--- src/rtl/switch_debounce.sv ---
// Per-bit switch debouncer: two-flop synchronizer, saturating mismatch counter,
// registered debounced level plus one-cycle rise/fall/changed pulses.
module switch_debounce #(
   parameter int WIDTH         = 4,
   parameter int STABLE_CYCLES = 16
) (
   input  logic             clk,
   input  logic             rst,
   input  logic [WIDTH-1:0] sw_in,
   output logic [WIDTH-1:0] sw_out,
   output logic [WIDTH-1:0] sw_rise,
   output logic [WIDTH-1:0] sw_fall,
   output logic             changed
);

   localparam int            CW      = $clog2(STABLE_CYCLES);
   localparam logic [CW-1:0] CNT_MAX = CW'(STABLE_CYCLES - 1);

   logic [WIDTH-1:0] sync1_q, sync2_q;
   logic [WIDTH-1:0] out_q, out_d;
   logic [WIDTH-1:0] rise_q, rise_d;
   logic [WIDTH-1:0] fall_q, fall_d;
   logic             changed_q;
   logic [CW-1:0]    cnt_q [WIDTH];
   logic [CW-1:0]    cnt_d [WIDTH];

   // The counter holds the number of mismatch edges already seen; the edge that
   // finds it at CNT_MAX is the STABLE_CYCLES-th mismatch and commits the level.
   always_comb begin
      out_d  = out_q;
      rise_d = '0;
      fall_d = '0;
      for (int i = 0; i < WIDTH; i++) begin
         cnt_d[i] = '0;
         if (sync2_q[i] != out_q[i]) begin
            if (cnt_q[i] == CNT_MAX) begin
               out_d[i]  = sync2_q[i];
               rise_d[i] = sync2_q[i];
               fall_d[i] = ~sync2_q[i];
            end else begin
               cnt_d[i] = cnt_q[i] + CW'(1);
            end
         end
      end
   end

   always_ff @(posedge clk) begin
      if (rst) begin
         sync1_q   <= '0;
         sync2_q   <= '0;
         out_q     <= '0;
         rise_q    <= '0;
         fall_q    <= '0;
         changed_q <= 1'b0;
         for (int i = 0; i < WIDTH; i++) cnt_q[i] <= '0;
      end else begin
         sync1_q   <= sw_in;
         sync2_q   <= sync1_q;
         out_q     <= out_d;
         rise_q    <= rise_d;
         fall_q    <= fall_d;
         changed_q <= |(rise_d | fall_d);
         for (int i = 0; i < WIDTH; i++) cnt_q[i] <= cnt_d[i];
      end
   end

   assign sw_out  = out_q;
   assign sw_rise = rise_q;
   assign sw_fall = fall_q;
   assign changed = changed_q;

endmodule

--- config.mk ---
export PLATFORM = sky130hd
export DESIGN_NAME = switch_debounce
export DESIGN_NICKNAME = d
export VERILOG_FILES = /design/src/rtl/switch_debounce.sv
export SDC_FILE = /design/constraint.sdc
export NUM_CORES = 1
export LEC_CHECK = 0
export ABC_AREA = 1
export BUFFER_PORTS_ARGS = -buffer_cell sky130_fd_sc_hd__buf_2
export CORE_MARGIN = 1
export CORE_UTILIZATION = 50
export CTS_BUF_LIST = sky130_fd_sc_hd__clkbuf_2 sky130_fd_sc_hd__clkbuf_4 sky130_fd_sc_hd__clkbuf_8
export CTS_CLUSTER_SIZE = 28
export DETAILED_ROUTE_END_ITERATION = 8
export PLACE_DENSITY = 0.71
export SYNTH_ARGS = -nofsm -noshare
export SYNTH_HDL_FRONTEND = slang
export SYNTH_SLANG_ARGS = --single-unit
--- constraint.sdc ---
create_clock -name clk -period 1.4 [get_ports clk]
set_input_delay 0.28 -clock clk [delete_from_list [all_inputs] [get_ports clk]]
set_output_delay 0.28 -clock clk [all_outputs]
set_load 0.02 [all_outputs]
==> reports/metrics.csv <==
stage;metric;value;unit
worst_setup_path;CP Capture Type;output pin;
sta;worst slew pin tran;179.0;ps
detailed_routing;met3 routed WL;120;µm
synthesis;Yosys warning count;0;
finish;layout cells sized above 1;0.2404;
detailed_routing;via count;975;
finish;diode count;0;
finish;commonest non-fill, non-tap cells in the layout;dfxtp_1 (37), nor2_1 (32), inv_1 (25), nand2_1 (20), buf_2 (18);
worst_setup_path;R2R Path Start;cnt_q[0][0]$_SDFF_PP0_;
grt;global-route wire length before repair;3194;µm
die;I/O pins;19;
clocking;post-CTS setup buffer count;0;
clocking;Root Buffer;clkbuf_4;
finish;Synth-to-Final Area Change;11.98;%
sta;fmax;0.8484;GHz
synthesis;flops & latches, synth;37;
pwr;PwrDens;1076;mW/mm²
detailed_routing;vias per cell;4.577;
synthesis;Syn Area/Cell;8.727;µm²
die;# rows;18;
sta;RSZ-0062 raised after global routing;false;
sta;max_slew headroom;0.8807;
synthesis;Yosys top cell area share;0.5372;
worst_setup_path;class of the most critical setup path;reg -> out;
worst_setup_path;CP arrival;900;ps
worst_setup_path;worst path cell trace;buf_2;
clocking;CTS sink cnt;37;
synthesis;Synth area leaders;dfxtp_1 (54%), nor2_1 (8.7%), inv_1 (6.8%);
grt;initial antenna violation count;0;
clocking;Clk Latency, worst-skew pair;330;ps
worst_setup_path;Worst path max stage delay;390;ps
sta;Fin Setup TNS;0;ps
sta;Final Cycle Share;0.8419;
worst_setup_path;CP endpoint;sw_out[0];
pwr;total power;1661;µW
pwr;Leak;0.0006999;µW
worst_setup_path;startpoint type of the worst setup path;register;
worst_setup_path;Worst Reg-to-Reg Cells;7;
min_path;min-delay worst type;in -> reg;
clocking;total CTS buffers;5;
detailed_routing;DRT Wirelength;1937;µm
worst_setup_path;Worst setup startpoint;sw_out[0]$_SDFFE_PP0P_;
worst_setup_path;CP Max Fanout;4;
worst_setup_path;r2r setup slk;250;ps
worst_setup_path;delay-heaviest family, CP;flip-flops;
outcome;outcome;finished, final reports clean;
die;die width;54.52;µm
clocking;post-cts sizing count;0;
synthesis;Mapped Nets;168;
grt;GRT Resource Usage Total;0.1613;
finish;leading cell type in the layout, fill and taps excluded;dfxtp_1;
detailed_routing;Routed Antenna Nets;0;
detailed_routing;top routing layer in use;met4;
synthesis;synth unique cells;23;
detailed_routing;# DRC;0;
worst_setup_path;Worst Path Required;1120;ps
finish;Nets;192;
sta;Slew Viols, Final;0;
die;chip height;54.52;µm
finish;Cell Count, Final, Fillers Out;213;
finish;Final Util;0.6067;
pwr;maximum vdd drop;0.0008087;V
sta;Hold Fails Final Rpt;0;
detailed_routing;drt pass-1 iters;4;
grt;total gr overflow;0;
worst_setup_path;CP max-delay cell;dfxtp_1;
die;Core ar.;0.002545;mm²
detailed_routing;drt wl/cell;9.094;µm
placement;dpl cells;205;
synthesis;leading area contributor after synthesis;dfxtp_1;
sta;final setup fails;0;
clocking;CTS clk-pin slew, worst paths;110;ps
placement;GPL Wtd Cong;0.7862;
synthesis;Post-Syn Area;0.001379;mm²
finish;fillcell total;248;
placement;I/O Buffers;18;
clocking;CTS tree;built;
grt;vias in the first global route;807;
detailed_routing;DRT met1 WL;931;µm
synthesis;register area share after synthesis;0.5372;
detailed_routing;met2 WL;866;µm
sta;Hold Worst Slack;139.8;ps
die;die area;0.002972;mm²
placement;Post-DP HPWL;1457;µm
clocking;htree depth;2;
flow_run;max-cap violation count;0;
clocking;hold-fix buffers at CTS;0;
detailed_routing;Detailed Route Iter0 Violations;14;
clocking;CTS Buffer Depth;2;
die;Initial Util;0.5418;
worst_setup_path;r2r endpoint;changed$_SDFF_PP0_;
worst_setup_path;Crit. path cell count;1;
sta;clk_skew;8.994;ps
synthesis;Mapped Cells;158;
sta;min Tclk post-route;1179;ps
worst_setup_path;Critical path buffers and inverters;1;
grt;largest net degree at the start of global routing;12;
## cell families (layout without fill, tap and decap cells)
group                    Yosys count  in the layout  synth area share
AND/OR/NAND/NOR                   74             74            0.2541
flip-flops                        37             37            0.5372
buffers and inverters             31             56            0.1007
AO/OA/AOI/OAI                      6              6           0.03358
XOR/XNOR                           6              6           0.03811
adder cells (fa/ha/maj)            4              4           0.03630
## synthesized netlist by cell type
| cell type | number |
|---|---|
| nor2_4 | 2 |
| ha_1 | 4 |
| nand3_1 | 8 |
| xnor2_1 | 2 |
| o22ai_1 | 1 |
| nand2_2 | 5 |
| o21ai_2 | 2 |
| o22ai_2 | 1 |
| dfxtp_1 | 37 |
| nand2_1 | 20 |
| nor3_2 | 2 |
| a21oi_1 | 2 |
| nor2_1 | 32 |
| inv_6 | 1 |
| nand3_2 | 2 |
| inv_1 | 25 |
| clkbuf_8 | 1 |
| buf_6 | 1 |
| xor2_1 | 4 |
| nand2_4 | 1 |
| inv_2 | 1 |
| nor3_1 | 2 |
| clkinv_1 | 2 |
## how the worst min path moves through the flow
stage / startpoint / to / slack (ps) / depth (start not counted)
floorplan: sw_in[0] / sync1_q[0]$_SDFF_PP0_ / 390 / 2
global placement: sync1_q[3]$_SDFF_PP0_ / sync2_q[3]$_SDFF_PP0_ / 390 / 2
detailed placement: sync1_q[3]$_SDFF_PP0_ / sync2_q[3]$_SDFF_PP0_ / 400 / 2
CTS: sw_in[0] / sync1_q[0]$_SDFF_PP0_ / 130 / 3
global route: sw_in[2] / sync1_q[2]$_SDFF_PP0_ / 120 / 3
finish: sw_in[0] / sync1_q[0]$_SDFF_PP0_ / 140 / 3
## state kept, by name, summed over array words and instances (netlist names)
register,flops
cnt_q,16
sw_fall,4
sw_out,4
sw_rise,4
sync1_q,4
sync2_q,4
changed,1
## through the flow
stage,area (µm²),worst slack (ps)
after floorplan,1379,359.4
after global placement,1489,322.0
after detailed placement,1489,279.7
after CTS,1544,207.2
after global routing,1544,113.6
final,1544,221.3
## per-layer routing
layer / GRT usage / vias to the layer above
li1: - / 523
met1: 0.1801 / 429
met2: 0.2378 / 21
met3: 0.08889 / 2
met4: 0.09829 / 0
met5: 0 / -
## where the power goes
| group | internal [µW] | switching [µW] | leakage [µW] | total, µW |
|---|---|---|---|---|
| Combinational | 20.3 | 33.3 | 0.000365 | 53.6 |
| Sequential | 1070 | 6.90 | 0.000300 | 1070 |
| Clock | 211 | 324 | 0.0000354 | 534 |
## layout make-up
cell class              instances  area [µm²]  area share
inverters                      29       113.9     0.07374
repair buffers                 19       97.59     0.06321
flip-flops and latches         37       740.7      0.4797
multi-input cells              90       499.2      0.3233
clock inverters                 2       10.01    0.006483
clock buffers                   6       45.04     0.02917
well taps                      30       37.54     0.02431
(Power assumes the default switching activity.)
